$ cat config.mk
export PLATFORM = sky130hd
export DESIGN_NAME = game_ctrl_fsm_flat
export DESIGN_NICKNAME = d
export VERILOG_FILES = /design/src/rtl/game_pkg.sv /design/src/rtl/game_ctrl_fsm_if.sv /design/src/rtl/game_score_counter.sv /design/src/rtl/game_ctrl_fsm.sv /design/src/flat_wrapper.sv
export SDC_FILE = /design/constraint.sdc
export NUM_CORES = 1
export LEC_CHECK = 0
export CAP_MARGIN = 20
export CORE_ASPECT_RATIO = 1.4
export CORE_MARGIN = 4
export CORE_UTILIZATION = 54
export CTS_CLUSTER_DIAMETER = 150
export CTS_CLUSTER_SIZE = 10
export DETAILED_ROUTE_END_ITERATION = 8
export PLACE_DENSITY = 0.79
export SETUP_SLACK_MARGIN = 0.5
export SYNTH_ARGS = -nofsm -noshare
export SYNTH_HDL_FRONTEND = slang
export SYNTH_SLANG_ARGS = --single-unit
$ cat constraint.sdc
create_clock -name clk -period 2.8 [get_ports clk]
set_clock_uncertainty 0.2 [all_clocks]
set_input_delay 0.28 -clock clk [delete_from_list [all_inputs] [get_ports clk]]
set_output_delay 0.28 -clock clk [all_outputs]
set_load 0.005 [all_outputs]
$ cat src/rtl/game_pkg.sv
// game_pkg: state encodings and default parameters for the runner-game controller
package game_pkg;
  localparam int SPEED_W = 3;
  localparam int LIVES_DEF = 3;
  localparam int FRAMES_PER_POINT_DEF = 6;
  localparam int SCORE_MAX_DEF = 9999;
  localparam int SCORE_W_DEF = 14;
  localparam int SPEEDUP_PTS_DEF = 100;
  localparam int MAX_SPEED_DEF = 7;
  localparam int GRACE_FRAMES_DEF = 60;
  typedef enum logic [2:0] {
    ST_IDLE  = 3'b000,
    ST_RUN   = 3'b001,
    ST_HIT   = 3'b010,
    ST_PAUSE = 3'b011,
    ST_DEAD  = 3'b100
  } state_t;
endpackage

$ cat src/rtl/game_ctrl_fsm_if.sv
// game_ctrl_fsm_if: control inputs and status outputs between the game controller and its neighbours
interface game_ctrl_fsm_if
  import game_pkg::*;
#(
  parameter int SCORE_W = SCORE_W_DEF
);
  logic start;
  logic collided;
  logic frame_tick;
  logic pause;
  logic [2:0] state;
  logic run;
  logic dead;
  logic hit;
  logic [2:0] lives_left;
  logic [SCORE_W-1:0] score;
  logic [SPEED_W-1:0] speed;
  modport master (
    output start, collided, frame_tick, pause,
    input  state, run, dead, hit, lives_left, score, speed
  );
  modport slave (
    input  start, collided, frame_tick, pause,
    output state, run, dead, hit, lives_left, score, speed
  );
endinterface

$ cat src/rtl/game_score_counter.sv
// game_score_counter: frame prescaler, saturating score and saturating speed level
module game_score_counter
  import game_pkg::*;
#(
  parameter int FRAMES_PER_POINT = FRAMES_PER_POINT_DEF,
  parameter int SCORE_MAX = SCORE_MAX_DEF,
  parameter int SCORE_W = SCORE_W_DEF,
  parameter int SPEEDUP_PTS = SPEEDUP_PTS_DEF,
  parameter int MAX_SPEED = MAX_SPEED_DEF
) (
  input  logic clk,
  input  logic reset,
  input  logic clear,
  input  logic enable,
  input  logic frame_tick,
  output logic [SCORE_W-1:0] score,
  output logic [SPEED_W-1:0] speed
);
  localparam int FW = $clog2(FRAMES_PER_POINT + 1);
  localparam int PW = $clog2(SPEEDUP_PTS + 1);
  logic [FW-1:0] frame_cnt;
  logic [PW-1:0] pts_cnt;
  logic step, wrap, inc, lvl;
  assign step = enable && frame_tick;
  assign wrap = step && frame_cnt == FW'(FRAMES_PER_POINT - 1);
  assign inc = wrap && score != SCORE_W'(SCORE_MAX);
  assign lvl = inc && pts_cnt == PW'(SPEEDUP_PTS - 1);
  // pts_cnt tracks score modulo SPEEDUP_PTS so a level-up needs no divider
  always_ff @(posedge clk) begin
    if (reset || clear) begin
      frame_cnt <= '0;
      pts_cnt <= '0;
      score <= '0;
      speed <= SPEED_W'(1);
    end else if (step) begin
      frame_cnt <= wrap ? '0 : frame_cnt + 1'b1;
      if (inc) score <= score + 1'b1;
      if (inc) pts_cnt <= lvl ? '0 : pts_cnt + 1'b1;
      if (lvl && speed != SPEED_W'(MAX_SPEED)) speed <= speed + 1'b1;
    end
  end
endmodule

$ cat src/rtl/game_ctrl_fsm.sv
// game_ctrl_fsm: runner-game state, lives and hit-grace control; GAME_PAUSE_EN adds a pause state
module game_ctrl_fsm
  import game_pkg::*;
#(
  parameter int LIVES = LIVES_DEF,
  parameter int FRAMES_PER_POINT = FRAMES_PER_POINT_DEF,
  parameter int SCORE_MAX = SCORE_MAX_DEF,
  parameter int SCORE_W = SCORE_W_DEF,
  parameter int SPEEDUP_PTS = SPEEDUP_PTS_DEF,
  parameter int MAX_SPEED = MAX_SPEED_DEF,
  parameter int GRACE_FRAMES = GRACE_FRAMES_DEF
) (
  input logic clk,
  input logic reset,
  game_ctrl_fsm_if.slave io
);
  localparam int GW = $clog2(GRACE_FRAMES + 1);
  state_t state, state_n, ret, ret_n;
  logic [2:0] lives, lives_n;
  logic [GW-1:0] grace, grace_n;
  logic clear, enable, pausing, run, dead, hit;
`ifdef GAME_PAUSE_EN
  assign pausing = io.pause;
`else
  logic unused_pause;
  assign unused_pause = io.pause;
  assign pausing = 1'b0;
`endif
  game_score_counter #(
    .FRAMES_PER_POINT(FRAMES_PER_POINT),
    .SCORE_MAX(SCORE_MAX),
    .SCORE_W(SCORE_W),
    .SPEEDUP_PTS(SPEEDUP_PTS),
    .MAX_SPEED(MAX_SPEED)
  ) u_score (
    .clk(clk),
    .reset(reset),
    .clear(clear),
    .enable(enable),
    .frame_tick(io.frame_tick),
    .score(io.score),
    .speed(io.speed)
  );
  // next state, lives and grace; start low beats everything, then collided, pause, frame_tick
  always_comb begin
    state_n = state;
    ret_n = ret;
    lives_n = lives;
    grace_n = grace;
    clear = 1'b0;
    enable = 1'b0;
    if (!io.start) begin
      state_n = ST_IDLE;
      lives_n = 3'(LIVES);
      clear = 1'b1;
    end else begin
      case (state)
        ST_IDLE: begin
          state_n = ST_RUN;
          lives_n = 3'(LIVES);
          grace_n = '0;
          clear = 1'b1;
        end
        ST_RUN: begin
          enable = !io.collided && !pausing;
          if (io.collided) begin
            lives_n = lives - 3'd1;
            state_n = lives == 3'd1 ? ST_DEAD : ST_HIT;
            grace_n = '0;
          end else if (pausing) begin
            ret_n = ST_RUN;
            state_n = ST_PAUSE;
          end
        end
        ST_HIT: begin
          enable = !pausing;
          if (pausing) begin
            ret_n = ST_HIT;
            state_n = ST_PAUSE;
          end else if (io.frame_tick) begin
            state_n = grace == GW'(GRACE_FRAMES - 1) ? ST_RUN : ST_HIT;
            grace_n = grace + 1'b1;
          end
        end
        ST_PAUSE: state_n = pausing ? ST_PAUSE : ret;
        default: ;
      endcase
    end
  end
  // state register plus flags registered from the next state so they align with it
  always_ff @(posedge clk) begin
    if (reset) begin
      state <= ST_IDLE;
      ret <= ST_RUN;
      lives <= 3'(LIVES);
      grace <= '0;
      run <= 1'b0;
      dead <= 1'b0;
      hit <= 1'b0;
    end else begin
      state <= state_n;
      ret <= ret_n;
      lives <= lives_n;
      grace <= grace_n;
      run <= state_n == ST_RUN || state_n == ST_HIT;
      dead <= state_n == ST_DEAD;
      hit <= state_n == ST_HIT;
    end
  end
  assign io.state = state;
  assign io.run = run;
  assign io.dead = dead;
  assign io.hit = hit;
  assign io.lives_left = lives;
endmodule

$ cat src/flat_wrapper.sv
// flat-port wrapper written by rule: the top's interface ports become plain ports
module game_ctrl_fsm_flat import game_pkg::*;
#(
  parameter int LIVES = LIVES_DEF,
  parameter int FRAMES_PER_POINT = FRAMES_PER_POINT_DEF,
  parameter int SCORE_MAX = SCORE_MAX_DEF,
  parameter int SCORE_W = SCORE_W_DEF,
  parameter int SPEEDUP_PTS = SPEEDUP_PTS_DEF,
  parameter int MAX_SPEED = MAX_SPEED_DEF,
  parameter int GRACE_FRAMES = GRACE_FRAMES_DEF
)
  (clk, reset, io_start, io_collided, io_frame_tick, io_pause, io_state, io_run, io_dead, io_hit, io_lives_left, io_score, io_speed);
  game_ctrl_fsm_if #(.SCORE_W(SCORE_W)) io_i ();
  input logic clk;
  input logic reset;
  input wire logic [$bits(io_i.start)-1:0] io_start;
  input wire logic [$bits(io_i.collided)-1:0] io_collided;
  input wire logic [$bits(io_i.frame_tick)-1:0] io_frame_tick;
  input wire logic [$bits(io_i.pause)-1:0] io_pause;
  output wire logic [$bits(io_i.state)-1:0] io_state;
  output wire logic [$bits(io_i.run)-1:0] io_run;
  output wire logic [$bits(io_i.dead)-1:0] io_dead;
  output wire logic [$bits(io_i.hit)-1:0] io_hit;
  output wire logic [$bits(io_i.lives_left)-1:0] io_lives_left;
  output wire logic [$bits(io_i.score)-1:0] io_score;
  output wire logic [$bits(io_i.speed)-1:0] io_speed;
  assign io_i.start = io_start;
  assign io_i.collided = io_collided;
  assign io_i.frame_tick = io_frame_tick;
  assign io_i.pause = io_pause;
  assign io_state = io_i.state;
  assign io_run = io_i.run;
  assign io_dead = io_i.dead;
  assign io_hit = io_i.hit;
  assign io_lives_left = io_i.lives_left;
  assign io_score = io_i.score;
  assign io_speed = io_i.speed;
  game_ctrl_fsm #(.LIVES(LIVES), .FRAMES_PER_POINT(FRAMES_PER_POINT), .SCORE_MAX(SCORE_MAX), .SCORE_W(SCORE_W), .SPEEDUP_PTS(SPEEDUP_PTS), .MAX_SPEED(MAX_SPEED), .GRACE_FRAMES(GRACE_FRAMES)) u_core (.clk(clk), .reset(reset), .io(io_i));
endmodule
# Word level (Yosys, flattened, before mapping)
# Index checks and enable logic that the tools add are counted.
# Widths: inputs -> output; s select.
# classes
muxes	17
bitwise	1
add_sub_neg	6
n_eq_ne	14
reduce_logical	17
# ops
operator	n
$mux 3	6
$pmux 6 s3	1
$add 14x1->14 const B	1
$ne 14x14->1 const B	1
$mux 6	2
$eq 3x1->1 const B	3
$eq 3x2->1 const B	3
$pmux 3 s3	1
$add 7x1->7 const B	1
$eq 7x7->1 const B	1
$mux 7	1
$add 3x1->3 const B	2
$add 6x1->6 const B	1
$eq 3x3->1 const B	2
$eq 6x6->1 const B	1
$pmux 3 s2	1
$reduce_and 2->1	3
$logic_and 1x1->1	5
$ne 2x2->1 const B	2
$reduce_and 4->1	1
$reduce_or 2->1	2
$logic_not 3->1	1
$mux 1	3
$ne 3x3->1 const B	1
8 further kinds	9
# word_totals
output_inout_bits	26
in_bits	6
elab_cells	65
ff_bits	42

# Logic depth before layout (Yosys ltp)
# logic_depth
word_depth	9
ltp_mapped	8
ltp_nobuf	6

# Cells and area by module
# A second synthesis with hierarchy kept.
# hier_totals
hier_cells	233
area_unflattened_um2	2124.5
# by_module_without_submodules
module	seq_area_each_um2	area_each_um2	cells_each	n_inst
game_score_counter	540.5	1353.8	149	1
game_ctrl_fsm	300.3	770.7	84	1

# Worst setup path after synthesis
# No wires, ideal clock.
# synth_timing
path_type	reg-to-reg
startpoint	register u_core.u_score.score[0]
endpoint	register u_core.u_score.pts_cnt[0]
arrival_ns	1.841
period_less_slack_ns	2.111
setup_ns	0.070
required_ns	2.530
path_buffers	2
slack_ns	0.689
path_stages_with_launch	8
cell_sequence	dfxtp_1 > ha_1 > and4_4 > and4_1 > buf_2 > buf_6 > or4_1 > a21oi_1
# synth_between
elab_chain_len	4
elab_cells_between_ends	5
classes_between	eq/ne: 1; mux: 1; reduce/logical: 3
# synth_rtl
element	line_no	rtl
start: declaration	game_score_counter.sv:16	output logic [SCORE_W-1:0] score,
start signal: assignment	game_score_counter.sv:37	if (inc) score <= score + 1'b1;
$ne 14x14->1 (*)	game_score_counter.sv:26	assign inc = wrap && score != SCORE_W'(SCORE_MAX);
$logic_and 1x1->1 (*)	game_score_counter.sv:26	
$logic_and 1x1->1	game_score_counter.sv:27	assign lvl = inc && pts_cnt == PW'(SPEEDUP_PTS - 1);
$mux 7	game_score_counter.sv:38	if (inc) pts_cnt <= lvl ? '0 : pts_cnt + 1'b1;
end signal: assignment	game_score_counter.sv:38	
end: declaration	game_score_counter.sv:22	logic [PW-1:0] pts_cnt;
# Every way passes the cells marked *; elsewhere a longest branch is shown, timed or not.
# A chain may end at the register's enable or synchronous reset.

# Final worst setup path
# layout_timing
startpoint	register u_core.u_score.score[0]
endpoint	register u_core.u_score.score[3]
# layout_between
elab_chain_len	3
elab_cells_between_ends	4
classes_between	add/sub: 1; eq/ne: 1; reduce/logical: 2
# layout_rtl
element
branches (longest 3 deep; another with $add 14x1->14)
# Parallel ways; which one is timed is not known.

==> flow_summary.ini <==
[run_status]
status = completed

[floorplanning]
dieWidth_microns = 63.5
core_area_sq_um = 4200
io_pins = 32
row_count = 28
dieArea_sq_um = 5440
die_h_microns = 85.7
start_util = 0.554

[global_route]
grt_max_degree = 28
grt_pass1_vias = 2063
grtUsageTotal = 0.194
gr-total-overflow = 0
grt_pass1_wl_microns = 8760
antenna_found_initial = 0

[synthesis]
syn_avg_cell_area_sq_um = 8.75
synth_area_leaders = dfxtp_1 (36%), a21oi_1 (4.9%), ha_1 (4.8%), o31ai_1 (4.2%), mux2i_1 (3.9%)
synth_nets = 281
ys_types = 49
async_flop_share = 0
postSynthCellCount = 266
netlist.area_leader.share = 0.361
ys_warn_count = 0
synth-seq-cells = 42
synth-main-ff-cell = dfxtp_1
yosysSeqAreaShare = 0.361
synth_edf_count = 0
synth_area_sq_um = 2330
yosysMostFrequentCell = dfxtp_1
synth_largest_area_cell = dfxtp_1
synth_common_cells = dfxtp_1 (42), a21oi_1 (23), nand2_1 (21), o31ai_1 (13), or4_1 (12)

[routing]
route.met2.wl_microns = 2790
drc = 0
met1Wirelength_microns = 2210
antenna_left = 0
viasPerCell = 6.34
wl_met3_microns = 193
vias = 2155
wl_per_cell_microns = 15.5
wl_microns = 5270
drt-initial-drc-count = 109
dr.pass1.iters = 4
top_layer_used = met4

[clocking]
root_buffer = clkbuf_8
clock-sinks = 42
tritoncts = done
clk_pin_slew_ps = 90
htreeDepth = 2
cts.path.max_buffers = 2
hold_buffers = 0
insertion_delay_ps = 290
numCtsBuffers = 5

[cells_and_area]
utilization = 0.670
area_growth_pct = 21.0
drive_gt1_frac = 0.0983
antenna_cells = 0
fin_area_sq_um = 2820
fin_nets = 309
fin_cells = 340

[worst_setup_path]
critPathMaxStageDelay_ps = 470
path_cells = ha_2, and4_4, and4_2, buf_12, or4_1, a21oi_1
slowest_stage = or4_1
cp-start-kind = flop
critPathKind = flop to flop
critPathRequiredTime_ps = 2820
endpoint_kind = flop
critPathArrivalTime_ps = 2200
critPathMaxFanout = 20

[placed_design]
dp_worst_setup_slack_ps = 341
portBuffers = 30
post_dp_cell_area_sq_um = 2650
hpwl_microns = 3650
place_congestion = 0.843
post-place-cells = 331

[timing]
fmax_mhz = 459
setup_viol = 0
fin_tns_setup_ps = 0
period_minus_slack_ps = 2180
period_share = 0.779
hold_viol_final = 0
maxSlewHeadroom = 0.542
slew_violations = 0
rsz0062_at_grt = false
setup_ws_ps = 619
hold_ws_ps = 284
tightest_slew_ps = 682

[run]
maxCapViolCount = 0

[pwr]
pwr-share-seq = 0.488
switchingPower_mw = 0.257
leakage_nw = 0.951
comb_power_share = 0.049
power_mw = 1.24
swShare = 0.207
intPower_mw = 0.985
clkPwrFrac = 0.464
vdd_drop_max_uv = 351
p_per_area_nw_per_um2 = 441

[worst_hold_path]
hold_path.class = flop to flop
-- layout make-up --
cell class	instances	area [sq um]
Sequential cell	42	846
Timing Repair Buffer	37	365
Clock buffer	5	68.8
Fill cell	360	1390
Inverter	11	41.3
Multi-Input combinational cell	197	1370
Tap cell	45	56.3
Clock inverter	3	68.8
-- routing by layer --
layer,up-vias,track usage
met5,-,0
met4,0,0.0825
met3,6,0.0367
met2,49,0.361
met1,1029,0.212
li1,1071,-
-- critical path: cells and delay by family, from the launching register on --
| family | cells | cell delay [ps] |
|---|---|---|
| buffers and inverters | 1 | 170 |
| AOI/OAI and AO/OA | 1 | 160 |
| and+or+nand+nor | 3 | 980 |
| adders and majority gates | 1 | 230 |
| DFF | 1 | 360 |
-- worst paths after layout --
path,startpoint,end,slack (ps),cells past startpoint
max,u_core.u_score.score[0],u_core.u_score.score[3],620,6
min,u_core.grace[5],u_core.grace[5],280,2
max reg2reg,u_core.u_score.score[0],u_core.u_score.score[3],620,6
min reg2reg,u_core.grace[5],u_core.grace[5],280,2
-- power groups by stage --
stage | Sequential [mW] | Combinational, mW | Clock [mW]
2_1_floorplan | 0.617 | 0.0377 | 0
3_3_place_gp | 0.620 | 0.0579 | 0
3_5_place_dp | 0.620 | 0.0589 | 0
4_1_cts | 0.606 | 0.0599 | 0.584
5_1_grt | 0.607 | 0.0667 | 0.602
6_report | 0.606 | 0.0604 | 0.576
-- registers in the layout, indices dropped and copies added, names as in the netlist --
name                      flops
u_core.u_score.frame_cnt      3
u_core.grace                  6
u_core.u_score.speed          3
u_core.io.state               3
u_core.io.lives_left          3
u_core.u_score.score         14
u_core.io.run                 1
u_core.io.dead                1
u_core.io.hit                 1
u_core.u_score.pts_cnt        7
-- cell families after synthesis --
family,after synthesis,share of synthesized area
compound gates,63,0.190
simple gates,115,0.301
flops,42,0.361
fa+ha+maj,9,0.0484
mux,9,0.0387
buf+inv,28,0.0608
-- cell usage in the layout (no fill, tap or decap), types with 7 or more instances in the layout --
master	synthesis	final
o21ai_0	7	7
a21oi_1	23	23
clkdlybuf4s50_1	0	30
dfxtp_1	42	38
nand4_1	9	9
nand3_1	10	10
inv_1	11	11
o31ai_1	13	13
ha_1	9	8
nor2_1	10	10
or4_1	12	12
or3_1	9	9
nand2_1	21	21
mux2i_1	9	9
and2_1	7	7
-- repair_timing --
item / in CTS / in global routing
setup endpoints to repair: 5 / 6
buffers inserted: 0 / 0
gates resized for setup: 3 / 4
gates cloned: 0 / 1
(Power assumes the default switching activity.)
